<file path="src/rtl/mem_stage_pkg.sv">
// Shared definitions for the MEM-stage access controller: the FSM state type
// and the bit positions of the WB and MEM control fields from EX/MEM.
package mem_stage_pkg;

    typedef enum logic {
        IDLE   = 1'b0,
        ACCESS = 1'b1
    } state_t;

    localparam int unsigned WB_REGWRITE = 1;
    localparam int unsigned WB_MEMTOREG = 0;
    localparam int unsigned MEM_READ    = 1;
    localparam int unsigned MEM_WRITE   = 0;

endpackage

</file>
<file path="src/rtl/mem_wb_reg.sv">
// MEM/WB pipeline register. Every edge it captures the ALU result and the
// destination register. The WB controls are captured unless a bubble is
// requested, in which case they are zeroed. Load data is captured only on
// the memory load strobe.
module mem_wb_reg (
    input  logic        clk_i,
    input  logic        rst_n_i,
    input  logic        i_bubble,
    input  logic        i_mem_ld,
    input  logic [1:0]  i_wb,
    input  logic [31:0] i_memdata,
    input  logic [31:0] i_result,
    input  logic [4:0]  i_writeaddr,
    output logic [1:0]  o_wb,
    output logic [31:0] o_memdata,
    output logic [31:0] o_result,
    output logic [4:0]  o_writeaddr
);

    logic [1:0]  r_wb;
    logic [31:0] r_memdata;
    logic [31:0] r_result;
    logic [4:0]  r_writeaddr;

    // Pipeline register with bubble insertion and a separate load-data enable
    always_ff @(posedge clk_i or negedge rst_n_i) begin
        if (!rst_n_i) begin
            r_wb        <= '0;
            r_memdata   <= '0;
            r_result    <= '0;
            r_writeaddr <= '0;
        end else begin
            r_wb        <= i_bubble ? 2'b00 : i_wb;
            r_result    <= i_result;
            r_writeaddr <= i_writeaddr;
            if (i_mem_ld) begin
                r_memdata <= i_memdata;
            end
        end
    end

    assign o_wb        = r_wb;
    assign o_memdata   = r_memdata;
    assign o_result    = r_result;
    assign o_writeaddr = r_writeaddr;

endmodule

</file>
<file path="src/rtl/mem_stage_ctrl.sv">
// MEM-stage access controller. Decodes EX/MEM memory controls, runs a
// req/ack handshake with a multi-cycle data memory, stalls the pipeline while
// the access is outstanding, and flags misaligned, illegal and timed-out
// accesses through a sticky error bit.
module mem_stage_ctrl
    import mem_stage_pkg::*;
#(
    parameter int unsigned TIMEOUT = 16,
    parameter int unsigned CNT_W   = 8
) (
    input  logic        clk_i,
    input  logic        rst_n_i,
    input  logic [1:0]  wb_i,
    input  logic [2:0]  mem_i,
    input  logic [31:0] result_i,
    input  logic [31:0] rtdata_i,
    input  logic [4:0]  writeaddr_i,
    input  logic        err_clr_i,
    output logic        dmem_req_o,
    output logic        dmem_we_o,
    output logic [31:0] dmem_addr_o,
    output logic [31:0] dmem_wdata_o,
    input  logic        dmem_ack_i,
    input  logic [31:0] dmem_rdata_i,
    output logic        stall_o,
    output logic [1:0]  wb_o,
    output logic [31:0] memdata_o,
    output logic [31:0] result_o,
    output logic [4:0]  writeaddr_o,
    output logic        err_o
);

    state_t r_state;
    state_t w_next;

    logic [CNT_W-1:0] r_cnt;
    logic             r_req;
    logic             r_we;
    logic [31:0]      r_addr;
    logic [31:0]      r_wdata;
    logic             r_err;

    logic w_rd;
    logic w_wr;
    logic w_access;
    logic w_illegal;
    logic w_misaligned;
    logic w_legal;
    logic w_timeout;

    logic w_stall;
    logic w_bubble;
    logic w_mem_ld;
    logic w_err_set;
    logic w_issue;

    // mem_i[2] is reserved and deliberately ignored
    logic w_unused;
    assign w_unused = mem_i[2];

    assign w_rd         = mem_i[MEM_READ];
    assign w_wr         = mem_i[MEM_WRITE];
    assign w_access     = w_rd ^ w_wr;
    assign w_illegal    = w_rd & w_wr;
    assign w_misaligned = w_access & (result_i[1:0] != 2'b00);
    assign w_legal      = w_access & ~w_misaligned;
    assign w_timeout    = (r_state == ACCESS) && !dmem_ack_i
                          && (r_cnt == CNT_W'(TIMEOUT - 1));

    // Next-state decode and per-cycle pipeline/handshake controls
    always_comb begin
        w_next    = r_state;
        w_stall   = 1'b0;
        w_bubble  = 1'b0;
        w_mem_ld  = 1'b0;
        w_err_set = 1'b0;
        w_issue   = 1'b0;
        unique case (r_state)
            IDLE: begin
                if (w_legal) begin
                    w_next   = ACCESS;
                    w_stall  = 1'b1;
                    w_issue  = 1'b1;
                    w_bubble = 1'b1;
                end else if (w_illegal || w_misaligned) begin
                    w_err_set = 1'b1;
                    w_bubble  = 1'b1;
                end
            end
            ACCESS: begin
                // Ack takes priority over an expiring timeout in the same cycle
                if (dmem_ack_i) begin
                    w_next   = IDLE;
                    w_mem_ld = ~r_we;
                end else if (w_timeout) begin
                    w_next    = IDLE;
                    w_err_set = 1'b1;
                    w_bubble  = 1'b1;
                end else begin
                    w_stall  = 1'b1;
                    w_bubble = 1'b1;
                end
            end
            default: w_next = IDLE;
        endcase
    end

    // FSM state, wait counter, request fields and sticky error
    always_ff @(posedge clk_i or negedge rst_n_i) begin
        if (!rst_n_i) begin
            r_state <= IDLE;
            r_cnt   <= '0;
            r_req   <= 1'b0;
            r_we    <= 1'b0;
            r_addr  <= '0;
            r_wdata <= '0;
            r_err   <= 1'b0;
        end else begin
            r_state <= w_next;
            r_req   <= (w_next == ACCESS);
            if (w_issue) begin
                r_cnt   <= '0;
                r_we    <= w_wr;
                r_addr  <= result_i;
                r_wdata <= rtdata_i;
            end else if (r_state == ACCESS && w_next == ACCESS) begin
                r_cnt <= r_cnt + 1'b1;
            end
            if (w_err_set) begin
                r_err <= 1'b1;
            end else if (err_clr_i) begin
                r_err <= 1'b0;
            end
        end
    end

    mem_wb_reg u_mem_wb_reg (
        .clk_i       (clk_i),
        .rst_n_i     (rst_n_i),
        .i_bubble    (w_bubble),
        .i_mem_ld    (w_mem_ld),
        .i_wb        (wb_i),
        .i_memdata   (dmem_rdata_i),
        .i_result    (result_i),
        .i_writeaddr (writeaddr_i),
        .o_wb        (wb_o),
        .o_memdata   (memdata_o),
        .o_result    (result_o),
        .o_writeaddr (writeaddr_o)
    );

    // Stall is forced low while reset is asserted
    assign stall_o      = w_stall & rst_n_i;
    assign dmem_req_o   = r_req;
    assign dmem_we_o    = r_we;
    assign dmem_addr_o  = r_addr;
    assign dmem_wdata_o = r_wdata;
    assign err_o        = r_err;

endmodule

</file>
<file path="config.mk">
export PLATFORM = sky130hd
export DESIGN_NAME = mem_stage_ctrl
export DESIGN_NICKNAME = d
export VERILOG_FILES = /design/src/rtl/mem_stage_pkg.sv /design/src/rtl/mem_wb_reg.sv /design/src/rtl/mem_stage_ctrl.sv
export SDC_FILE = /design/constraint.sdc
export NUM_CORES = 1
export LEC_CHECK = 0
export BUFFER_PORTS_ARGS = -buffer_cell sky130_fd_sc_hd__buf_2
export CORE_UTILIZATION = 46
export CTS_CLUSTER_SIZE = 25
export DETAILED_ROUTE_END_ITERATION = 10
export GPL_ROUTABILITY_DRIVEN = 0
export PLACE_DENSITY = 0.79
export REMOVE_ABC_BUFFERS = 1
export SLEW_MARGIN = 20
export SYNTH_ARGS = -nofsm -noshare
export SYNTH_HDL_FRONTEND = slang
export SYNTH_SLANG_ARGS = --single-unit
</file>
<file path="constraint.sdc">
create_clock -name clk_i -period 2.7 [get_ports clk_i]
set_input_delay 0.54 -clock clk_i [delete_from_list [all_inputs] [get_ports clk_i]]
set_output_delay 0.54 -clock clk_i [all_outputs]
set_load 0.03 [all_outputs]
</file>
Word level (Yosys, flattened, before mapping)
Index checks and enable logic that the tools add are counted.

operators by class
  reduce and logical (&&, ||, !) cells = 8
  equal/unequal tests = 1
  multiplexer cells = 20
  bitwise operators = 8
  add/subtract/negate cells = 1

operators with widths
  kind                                           count
  two-way mux 8 bit                              2
  two-way mux 1 bit                              14
  adder 8 x 1 -> 8 bit, second input constant    1
  == test 8 x 4 -> 1 bit, second input constant  1
  case mux 1 bit (2 select lines)                3
  nonzero test 2 bit                             3
  AND 1 bit                                      4
  logical AND 1 bit                              3
  NOT 1 bit                                      3
  two-way mux 2 bit                              1
  logical NOT 1 bit                              1
  logical OR 1 bit                               1
  XOR 1 bit                                      1

storage, ports and cells
  output and inout bits = 139
  logic and storage cells = 48
  input port bits = 110
  register bits = 146

Longest topological paths before layout
Gate-level depths: netlist (run 1).

  depth after elaboration = 9
  gate-level depth with buffers = 7
  gate-level depth less buffers = 5

Hierarchy
Synthesis (run 1) repeated with hierarchy kept, for this count alone.

second synthesis, totals
  cell total of the unflattened synthesis = 444
  area total of the unflattened synthesis = 5427.7 sq um

by module, submodules not included
  module          seq. area each (sq um)  cells an instance  area each (sq um)  instances
  mem_stage_ctrl  1876.8                  335                3094.2             1
  mem_wb_reg      1776.7                  109                2333.5             1

Worst setup path before layout (run 1)
No wires, ideal clock.

  path type = in2out
  start = in mem_i[0]
  end = out stall_o
  buffers on the path = 2
  slack = 0.212 ns
  required time = 2.160 ns
  cell stages on the path = 6
  arrival time = 1.948 ns
  cells stage by stage = inv_1 ha_1 or4b_4 buf_6 buf_6 a21boi_2

on the way
  word-level cells in the longest chain between the ends = 7

RTL lines
  element                              line                   source
  from (decl)                          mem_stage_ctrl.sv:14   input logic [2:0] mem_i,
  XOR 1 bit (*)                        mem_stage_ctrl.sv:63   assign w_access = w_rd ^ w_wr;
  AND 1 bit                            mem_stage_ctrl.sv:65   assign w_misaligned = w_access & (result_i[1:0] != 2'b00);
  NOT 1 bit                            mem_stage_ctrl.sv:66   assign w_legal = w_access & ~w_misaligned;
  AND 1 bit (*)                        mem_stage_ctrl.sv:66
  two-way mux 1 bit (*)                mem_stage_ctrl.sv:80   if (w_legal) begin
  case mux 1 bit (2 select lines) (*)  mem_stage_ctrl.sv:78   unique case (r_state)
  AND 1 bit (*)                        mem_stage_ctrl.sv:153  assign stall_o = w_stall & rst_n_i;
  to (decl)                            mem_stage_ctrl.sv:25   output logic stall_o,

Every way passes the cells marked *; elsewhere a longest branch is shown, timed or not.

==> flow_results.org, run 1 <==
** Clock tree
- Gates resized during post-CTS repair numbered 0.
- Clock tree from TritonCTS :: done
- Inserted Clock Buffers :: 17
- The number of setup buffers added after CTS is 0.
- Root cell of the clock tree :: clkbuf_16
- At the later pin of the worst-skew pair, clock insertion delay measures 410 ps.
- Clk slew on worst S/H paths :: 60 ps
- Number of buffers on the longest clock path :: 2
- The H-tree was split into 4 levels.
- In this run, post-CTS hold repair placed 0 buffers.
- The clock drives 146 sinks.

** Pwr
- Pwr dens :: 999 mW/mm²
- In this run the static leakage power is 3.93 nW.
- Maximum vdd drop :: 0.000715 V
- Power, Total :: 0.00709 W

** Critical path
- Of all nets on the critical path, the largest fanout is 9.
- STA classifies the critical path startpoint as a flop.
- The worst setup path is of the reg -> out kind.
- At the worst endpoint, the required time is 2160 ps.
- Setup crit end kind :: primary output
- Arrival @ worst endpoint :: 1870 ps

** Logic synthesis
- During synthesis, Yosys emitted a total of 0 warnings.
- dfrtp_1 takes more of the synthesized area than any other cell.
- The share of the Yosys chip area taken by registers is 69.4%.
- In this run, synthesis produced a sequential element count of 146.
- Async SR Flop Fraction :: 100%
- The number of different library cells used by synthesis comes to 35.
- Ranking of synthesized cells by area :: dfrtp_1 (69%), nand2_1 (14%), mux2_2 (6.8%), buf_6 (1.7%), mux2i_1 (0.76%)
- Share of the synthesized area in the top cell type :: 69.4%
- The cell area that synthesis handed to floorplanning was 0.00527 mm².
- Count of flip-flops with a built-in enable after synthesis :: 0
- For this run, the leading register cell type out of synthesis is dfrtp_1.
- A synthesized cell averages 11.9 µm².
- Syn Inst Count :: 441

** Floorplanning
- Core Area :: 0.0110 mm²
- The floorplan step defined a die boundary enclosing 0.0119 mm².
- Initial core utilization :: 47.9%
- Die Span X :: 109 µm
- Row generation in the floorplan step produced 38 rows.
- In this run the count of I/O pins placed on the die edge is 249.
- Chip height :: 109 µm

** Drt
- Router iterations before antenna repair :: 4
- In the routed layout, each cell is associated on average with a via count of 4.73.
- Detailed Route WL :: 11.9 mm
- For this block, the via count after detailed routing is 3995.
- ANT nets after route :: 0
- For this block, the initial DRC count from the detailed router was 194.
- Wirelength per Cell :: 14.1 µm
- Number of design rule violations left after detail routing :: 0

** STA
- After layout, the minimum clock period comes to 2410 ps.
- RSZ-0062 raised after global routing :: false
- Worst relative slew slack :: 50.5%
- Final setup violation count :: 0
- In the finished design, the share of the clock period the worst path needs comes to 89.2%.
- Hold timing on the final database bottoms out at a slack of 234 ps.
- Clock skew after layout :: 7.90 ps
- Fmax :: 415 MHz
- Summed negative setup slack over all endpoints :: 0 ps
- The count of final max-slew check failures was 0.
- Slew at the pin closest to its max-slew limit :: 743 ps
- The hold violation count in the final report came to 0.

** Placement
- Port Buffers :: 247
- Detailed placement finished with a half-perimeter wire length of 8.41 mm.
- Once placement finished, the instance area stood at 0.00659 mm².
- Number of cells after detailed placement :: 814

** Global routing
- Global routing consumed, over all layers together, 20.4% of the routing resources.
- In this run the most used layer during global routing was met2.
- For met3 alone, demand over resource in global routing was 5.80%.
- Global routing consumed, on the met2 layer, 35.1% of the routing resources.
- The number of antenna violations at the first check in global routing came to 0.
- Global routing consumed, on the met1 layer, 23.3% of the routing resources.
- The first global-routing pass estimated 18.1 mm of wire.
- Maximum number of pins on one net before global-route repair :: 147
- Congestion Overflow GR :: 0
- The via count of the first global-routing pass came to 3832.

** Final layout
- Most used cells in the layout excluding fill and tap cells :: buf_2 (246), nand2_1 (193), dfrtp_1 (146), mux2_2 (32), clkbuf_16 (17)
- After the last flow step, the layout net total stands at 806.
- Leaving out fill and tap cells, the most frequent cell in the layout is buf_2.
- Once layout is complete, the cells apart from fillers number 844.
- Storage element area :: 0.00365 mm²
- Fraction of layout cells with a size suffix above 1 :: 45.2%
- Count of filler cells inserted in the layout :: 864
- Area used by multi-input combinational logic :: 0.00145 mm²
- The repair_antennas step left the layout with diodes totalling 0.
- Layout overhead on the synthesized area :: 34.8%
- Once layout is done, the placed cells without fillers occupy 0.00710 mm².

** Hold path
- The tightest min-delay check is of the in -> reg type.

** Job
- Number of maximum-capacitance violations :: 0

** Status
- Run status :: finished clean
-- cell families (layout without fill, tap and decap cells) --
group / Yosys count / after routing / synth area share (%)
DFF: 146 / 146 / 69.4
adders and majority gates: 3 / 3 / 0.713
AOI/OAI and AO/OA: 15 / 15 / 2.07
and+or+nand+nor: 216 / 216 / 16.9
muxes: 36 / 36 / 7.60
buffers and inverters: 25 / 288 / 3.33
-- cell type report --
| class | instances | share of cell area [%] |
|---|---|---|
| Clock buffer | 24 | 6.65 |
| Clock inverter | 6 | 0.476 |
| Inverter | 5 | 0.264 |
| Multi-Input combinational cell | 270 | 20.4 |
| Sequential cell | 146 | 51.5 |
| Tap cell | 140 | 2.47 |
| Timing Repair Buffer | 253 | 18.3 |
-- metrics by stage --
| step | setup slack, ps | utilization [%] |
|---|---|---|
| after floorplan | -1310 | - |
| after global placement | 317 | 60.0 |
| after detailed placement | 304 | 60.0 |
| after CTS | 263 | 64.6 |
| after global routing | 195 | 64.6 |
| final | 290 | 64.6 |
-- sequential cells by signal, indices dropped and copies added, names as in the netlist --
| name | flops |
|---|---|
| dmem_addr_o | 32 |
| dmem_req_o | 1 |
| dmem_wdata_o | 32 |
| dmem_we_o | 1 |
| err_o | 1 |
| r_cnt | 8 |
| u_mem_wb_reg.o_memdata | 32 |
| u_mem_wb_reg.o_result | 32 |
| u_mem_wb_reg.o_wb | 2 |
| u_mem_wb_reg.o_writeaddr | 5 |
-- synthesized netlist by cell type, types with 2 or more instances --
master,instances
dfrtp_1,146
o31ai_1,2
and2_4,2
ha_1,3
mux2i_1,4
mux2_2,32
or4_1,3
inv_1,5
a21oi_1,5
nor2_1,3
buf_2,6
clkbuf_1,4
nor3_1,2
buf_6,8
nand2_1,193
nand3_1,2
nor2b_1,3
-- per-layer routing --
layer	vias to the layer above	part of all wire, %
met5	-	0
met4	0	2.4
met3	24	7.7
met2	170	50
met1	1886	40
li1	1915	-
-- where the power goes --
part | internal, W | total [W] | switching [W]
clock | 0.00120 | 0.00201 | 0.000809
sequential | 0.00268 | 0.00293 | 0.000254
combinational | 0.000658 | 0.00215 | 0.00149
-- worst paths after layout --
check / from / endpoint / slack (ps) / cells after the start
min in group asynchronous: rst_n_i / u_mem_wb_reg.o_result[11] / 270 / 2
max in group asynchronous: rst_n_i / dmem_wdata_o[16] / 1900 / 2
hold / removal: writeaddr_i[1] / u_mem_wb_reg.o_writeaddr[1] / 230 / 1
hold reg to reg: dmem_addr_o[17] / dmem_addr_o[17] / 470 / 2
setup / recovery: dmem_req_o / stall_o / 290 / 4
setup reg to reg: dmem_req_o / dmem_addr_o[1] / 830 / 3
-- critical path, cell delays in order, from the launching register on --
cell      delay (ps)
dfrtp_1          560
nor2b_1          260
a21bo_2          290
a21boi_2         130
buf_2            210
Power figures use the tool's default switching activity.
==> run 2: changes to the inputs <==
CORE_ASPECT_RATIO = 1.75   (was unset)
REMOVE_ABC_BUFFERS = unset   (was 1)
==> run 2 against run 1 <==
Register-to-register slack about the same. Sequential cell count unchanged. Global-route usage increased by 0.33 points. Routed wire length increased by 2.2%. Clock power increased by 14%. Largest cell class unchanged.
==> flow_results.org, run 2 (synthesis gave the netlist of run 1 again) <==
** Final layout
- The share of the core filled with cells was 64.6% (-0.068 points).
- The final net count is 806 (unchanged).
- Storage element area :: 0.00365 mm² (unchanged)
- The area of combinational cells with multiple inputs is 0.00145 mm² (unchanged).
- The total of fill cells in the finished design is 886 (+2.5%).
- Most used cells in the layout excluding fill and tap cells :: buf_2 (246), nand2_1 (193), dfrtp_1 (146), mux2_2 (32), clkbuf_16 (17)
- The share of final-layout standard cells stronger than drive strength 1 was 45.9% (+0.72 points).
- The antenna diode count is 0 (unchanged).
- Layout overhead on the synthesized area :: 36.1%
- The library cell used most frequently in the layout, excluding fill and tap cells, is buf_2.

** Global routing
- Antenna violations before repair :: 0 (unchanged)
- The wire length of the first global-routing pass was 19.2 mm (+6.3%).
- Gr usage total :: 20.8% (+0.33 points)
- In this run the most used layer during global routing was met2.
- The remaining global-route overflow was 0 (unchanged).
- Number of global-route vias before repair :: 4110 (+7.3%)
- The met3 track utilization from global routing was 4.94% (-0.86 points).
- Met1 layer usage reported by global route :: 22.9% (-0.32 points)
- Global routing met2 resource utilization :: 38.1% (+3.0 points)
- The largest net degree at the start of global routing is 147 (unchanged).

** Clock tree
- Total number of clock tree sinks :: 146 (unchanged)
- The CTS buffer count is 17 (unchanged).
- The clock transition at the register clock pins on the worst setup and hold paths after CTS came to 60 ps (about the same).
- Clock latency reported for the late side of the worst-skew pair :: 400 ps (about the same)
- Post-CTS setup buffer count :: 0 (unchanged)
- The number of buffers inserted by hold repair at cts was 0 (unchanged).
- Clock tree from TritonCTS :: done
- The clock tree buffer depth was 2 (unchanged).
- CTS H-tree depth :: 4 (unchanged)
- In this run the clock root is driven by a clkbuf_16.
- Count of instances resized after the clock tree is built :: 0 (unchanged)

** STA
- Final setup violation count :: 0 (unchanged)
- The hold violation count in the final report was 0 (unchanged).
- Final critical-path required period :: 2430 ps (+16.3 ps)
- Summed negative setup slack over all endpoints :: 0 ps (unchanged)
- Share of the clock period used by the worst path after layout :: 89.9% (+0.60 points)
- The actual slew at the worst max-slew pin came to 745 ps (+1.93 ps).
- Clock skew after layout :: 6.69 ps (-1.21 ps)
- The worst-case headroom to the max-slew limit came to 50.3% (-0.13 points).
- Setup repair after global routing left no endpoint under its margin.
- Max-slew violation total from the final report :: 0 (unchanged)
- Fmax :: 412 MHz (-0.67%)

** Status
- Run status :: finished clean

** Pwr
- Fraction of power consumed by combinational cells :: 29.1% (-1.2 points)
- The highest ir drop seen on vdd is 0.000712 V (-0.45%).
- The switching power summed over all nets is 0.00262 W (+2.5%).
- The cell leakage power came to 3.96 nW (+0.75%).
- Sequential power share :: 39.9% (-1.4 points)
- Switching portion of total power :: 35.5% (-0.46 points)
- The cell-internal power came to 0.00474 W (+4.5%).
- The power per cell area was 1030 mW/mm² (+2.8%).
- The proportion of power drawn by the clock network is 31.1% (+2.7 points).

** Critical path
- The critical path in this run is classified as reg -> out.
- Slack of the worst reg-to-reg path :: 820 ps (about the same)
- The maximum fanout along the worst path came to 6 (-3).
- Cell with the largest stage delay on the worst path :: dfrtp_1
- The maximum cell stage delay along the critical path came to 440 ps (-120 ps).
- The signal on the critical path passes through ha_1 -> and3_1 -> a21bo_2 -> a21boi_2 -> buf_2.
- The data arrival time of the critical path was 1890 ps (+20 ps).
- Worst Reg-to-Reg Cells :: 3 (unchanged)
- The worst register-to-register path begins at dmem_req_o.
- Type of element launching the critical path :: flop
- STA classifies the critical path endpoint as a primary output.
- The data required time at the worst endpoint was 2160 ps (about the same).
- In this run the critical register-to-register path is captured at dmem_addr_o[0].
- The kind of cell with the highest combined delay along the critical path is flip-flops.
- The buffers plus inverters on the worst setup path is 1 (unchanged).

** Drt
- Wirelength per Cell :: 14.6 µm (+2.9%)
- The remaining antenna violation count after routing came to 0 (unchanged).
- The iteration count of the initial detailed-routing pass is 5 (+1).
- The total detailed-routing wirelength came to 12.2 mm (+2.2%).
- The via density per instance came to 4.85 (+2.4%).
- Number of design rule violations left after detail routing :: 0 (unchanged)
- Via count :: 4063 (+1.7%)
- Iteration-0 DRC count of the detailed router :: 181 (-6.7%)

** Hold path
- Worst min-delay path startpoint :: writeaddr_i[2]
- WHS Path Cells :: 1 (unchanged)
- The worst hold path belongs to the class in -> reg.
- For hold timing, the worst endpoint is u_mem_wb_reg.o_writeaddr[2].

** Floorplanning
- The starting density of the core came to 47.4% (-0.52 points).
- Num ports :: 249 (unchanged)
- DIE AREA :: 0.0119 mm² (+0.14%)
- Chip height :: 144 µm (+32%)
- Die Span X :: 82.9 µm (-24%)
- Number of rows created at floorplan :: 51 (+34%)
- The area inside the core boundary was 0.0111 mm² (+1.1%).

** Placement
- The number of input and output port buffers inserted is 247 (unchanged).
- The post-detailed-placement half-perimeter wirelength is 8.86 mm (+5.3%).

** Logic synthesis
- When the netlist entered floorplanning its net count stood at 554.

** Job
- The number of max-cap violations is 0 (unchanged).
## run 2: cell count changes in the layout (fill, tap and decap cells not counted), sizes merged
cell and change:
clkbuf -4, clkinvlp +3, inv +3, bufinv +2, clkinv -2
## run 2: worst max path at each step
| stage | start | slack, ps | cells past startpoint | end |
|---|---|---|---|---|
| after floorplan | mem_i[0] | 210 | 6 | stall_o |
| after global placement | mem_i[0] | 330 | 6 | stall_o |
| after detailed placement | mem_i[0] | 310 | 6 | stall_o |
| after CTS | r_cnt[0] | 260 | 5 | stall_o |
| after global routing | dmem_req_o | 160 | 4 | stall_o |
| final | r_cnt[0] | 270 | 5 | stall_o |
## run 2: per-layer routing
layer / share of wire [%] / vias up
li1: - / 1924
met1: 38 / 1946
met2: 55 / 178
met3: 5.8 / 15
met4: 1.5 / 0
met5: 0 / -
## run 2: layout make-up
cell class	instances	area share [%]
timing repair buffer	253	18.1
sequential	146	51.0
inverter	5	0.262
clock buffer	20	6.37
clock inverter	12	1.80
multi-input combinational	270	20.2
tap	132	2.30
## run 2: power by group through the flow
stage | sequential (W) | combinational [W] | clock, W
floorplan | 0.00390 | 0.000472 | 0
global placement | 0.00293 | 0.00212 | 0
detailed placement | 0.00296 | 0.00217 | 0
CTS | 0.00293 | 0.00217 | 0.00234
global route | 0.00299 | 0.00226 | 0.00243
finish | 0.00293 | 0.00214 | 0.00229
## run 2: metrics by stage
step	std cells	worst slack, ps	cell area, µm²	power (W)	hold WS [ps]
after CTS	838	258	7170	0.00744	219
after detailed placement	806	309	6580	0.00513	456
after floorplan	441	212	5270	0.00438	244
final	838	274	7170	0.00736	235
after global placement	806	332	6580	0.00505	454
after global routing	838	156	7170	0.00769	216
## run 2: worst reg2reg max path, stage by stage (launching register included)
cell and delay [ps]:
dfrtp_1 510, or4b_4 610, buf_4 370, and2_4 290
==> run 3: changes to the inputs <==
GPL_TIMING_DRIVEN = 0   (was unset)
SLEW_MARGIN = unset   (was 20)
==> run 3 against run 2 <==
Largest cell class unchanged. Sequential cell count unchanged. Sequential power about the same. Via count increased by 0.91%. Critical path depth increased by 3. Combinational power increased by 2%. Routed wire length increased by 3.5%. Final cell count increased by 1.8%. Non-clock buffer count increased by 15. Clock-buffer cell count unchanged. Power increased by 2.4%.
==> flow_results.org, run 3 (synthesis gave the netlist of run 1 again) <==
** Status
- The run finished with clean final reports.

** Critical path
- Crit Path Class :: in -> out
- STA classifies the critical path startpoint as a primary input.
- The data arrival time of the critical path came to 2070 ps (+180 ps).
- The maximum fanout along the worst path came to 10 (+4).
- The data required time at the worst endpoint came to 2160 ps (about the same).
- STA classifies the critical path endpoint as a primary output.

** Final layout
- The final cell area excluding filler cells is 0.00732 mm² (+2.1%).
- The antenna diode count came to 0 (unchanged).
- The library cell used most frequently in the layout, excluding fill and tap cells, is buf_2.
- Layout overhead on the synthesized area :: 39.0%
- In the layout the commonest cells are buf_2 (251), nand2_1 (193), dfrtp_1 (146), mux2_2 (32), clkbuf_16 (17).
- The total of fill cells in the finished design came to 873 (-1.5%).
- The final net count is 821 (+1.9%).
- Count of placed standard cells in the final layout, fillers left out :: 853 (+1.8%)
- Fraction of layout cells with a size suffix above 1 :: 46.3% (+0.43 points)

** Drt
- Router iterations before antenna repair :: 4 (-1)
- The total detailed-routing wirelength was 12.6 mm (+3.5%).
- The remaining antenna violation count after routing was 0 (unchanged).
- The via density per instance came to 4.81 (-0.86%).
- The average wire per cell in the routed design came to 14.8 µm (+1.7%).
- The post-detailed-route DRC marker count is 0 (unchanged).
- Via count :: 4100 (+0.91%)
- Iteration-0 DRC count of the detailed router :: 103 (-43%)

** Global routing
- First-pass GRT wire length :: 20.3 mm (+5.6%)
- The all-layer global routing usage came to 21.9% (+1.1 points).
- Number of global-route vias before repair :: 4308 (+4.8%)
- Peak-usage layer in the global routing report :: met2
- The number of antenna violations at the first check in global routing came to 0 (unchanged).
- Maximum number of pins on one net before global-route repair :: 82 (-44%)
- The met3 track utilization from global routing is 6.15% (+1.2 points).
- The met2 layer usage reported by global route is 39.4% (+1.4 points).
- Congestion Overflow GR :: 0 (unchanged)
- Met1 layer usage reported by global route :: 24.8% (+1.9 points)

** Clock tree
- The buffers inserted during post-CTS setup optimization came to 0 (unchanged).
- The number of buffers inserted by hold repair at cts came to 0 (unchanged).
- The clock network latency to the later pin of the worst-skew pair was 410 ps (about the same).
- Inserted Clock Buffers :: 17 (unchanged)
- Root cell of the clock tree :: clkbuf_16
- Clock tree from TritonCTS :: done
- Clk slew on worst S/H paths :: 60 ps (about the same)
- The clock tree buffer depth was 2 (unchanged).
- CTS H-tree depth :: 4 (unchanged)
- Total number of clock tree sinks :: 146 (unchanged)

** STA
- Summed negative setup slack over all endpoints :: 0 ps (unchanged)
- Fmax :: 383 MHz (-7.0%)
- The hold violation count in the final report came to 0 (unchanged).
- The count of final max-slew check failures is 0 (unchanged).
- The clock period minus worst slack is 2610 ps (+183 ps).
- The count of endpoints failing setup in the final report was 0 (unchanged).
- Clock skew after layout :: 5.17 ps (-1.53 ps)
- Share of the clock period used by the worst path after layout :: 96.6% (+6.8 points)
- Slew at the pin closest to its max-slew limit :: 614 ps (-131 ps)
- The worst-case headroom to the max-slew limit was 58.7% (+8.3 points).

** Pwr
- Maximum vdd drop :: 0.000672 V (-5.5%)
- The cell leakage power was 4.03 nW (+1.8%).
- The power per cell area was 1030 mW/mm² (+0.29%).

** Placement
- The cell count after placement is 821 (+1.9%).
- Post-DP HPWL :: 9.57 mm (+8.1%)
- Placement Cell Area :: 0.00670 mm² (+1.8%)
- The number of input and output port buffers inserted is 247 (unchanged).

** Floorplanning
- Die Span X :: 82.9 µm (unchanged)
- The area inside the core boundary is 0.0111 mm² (unchanged).
- The starting density of the core is 47.4% (unchanged).
- Num ports :: 249 (unchanged)
- Chip height :: 144 µm (unchanged)
- DIE AREA :: 0.0119 mm² (unchanged)
- Number of rows created at floorplan :: 51 (unchanged)

** Logic synthesis
- The net count after synthesis came to 554 (unchanged).

** Job
- The number of max-cap violations was 0 (unchanged).

** Hold path
- Min-delay worst type :: in -> async
## run 3: final timing paths
path / depth (start not counted) / slack, ps / end / startpoint
min: 1 / 120 / u_mem_wb_reg.o_memdata[2] / rst_n_i
max: 8 / 90 / stall_o / mem_i[0]
min in group clk_i: 1 / 230 / u_mem_wb_reg.o_writeaddr[0] / writeaddr_i[0]
max in group asynchronous: 2 / 1770 / dmem_addr_o[19] / rst_n_i
min reg2reg: 2 / 470 / dmem_wdata_o[4] / dmem_wdata_o[4]
max reg2reg: 6 / 900 / dmem_addr_o[4] / dmem_req_o
## run 3: worst max-delay path, stage by stage
cell and delay [ps]:
buf_2 90, inv_1 50, ha_1 320, or4b_4 470, buf_6 170, buf_6 150
a21boi_2 110, buf_4 170
## run 3: where the power goes
group          switching (W)  internal [W]
sequential          0.000244       0.00267
combinational        0.00151      0.000678
clock               0.000923       0.00150
total                0.00268       0.00486
## run 3: through the flow
stage / utilization [%] / total power (W) / hold slack (ps) / setup slack, ps
floorplan: - / 0.00438 / 244 / 212
global placement: 60.0 / 0.00508 / 454 / -1280
detailed placement: 60.3 / 0.00517 / 457 / 56.6
CTS: 65.9 / 0.00761 / 138 / 47.5
global route: 65.9 / 0.00787 / 164 / -2.05
finish: 65.9 / 0.00753 / 117 / 91.4
## run 3: timing repair
action | 4_1_cts | 5_1_grt
endpoints found under the hold margin | 0 | 0
endpoints found under the setup margin | 0 | 1
gates resized for setup | 0 | 2
## run 3: final cells by class
type                    instances  area (µm²)  share of cell area (%)
flip-flops and latches        146        3650                    49.9
multi-input cells             270        1440                    19.6
repair buffers                248        1270                    17.4
clock buffers                  20         447                    6.10
clock inverters                12         170                    2.32
well taps                     132         165                    2.26
plain buffers                  20         156                    2.14
inverters                       5        18.8                   0.256
## run 3: metal layers
layer | vias up | wire (µm) | part of all wire, %
met2 | 167 | 6940 | 55
li1 | 1945 | - | -
met4 | 0 | 167 | 1.3
met3 | 15 | 712 | 5.6
met5 | - | 0 | 0
met1 | 1973 | 4810 | 38
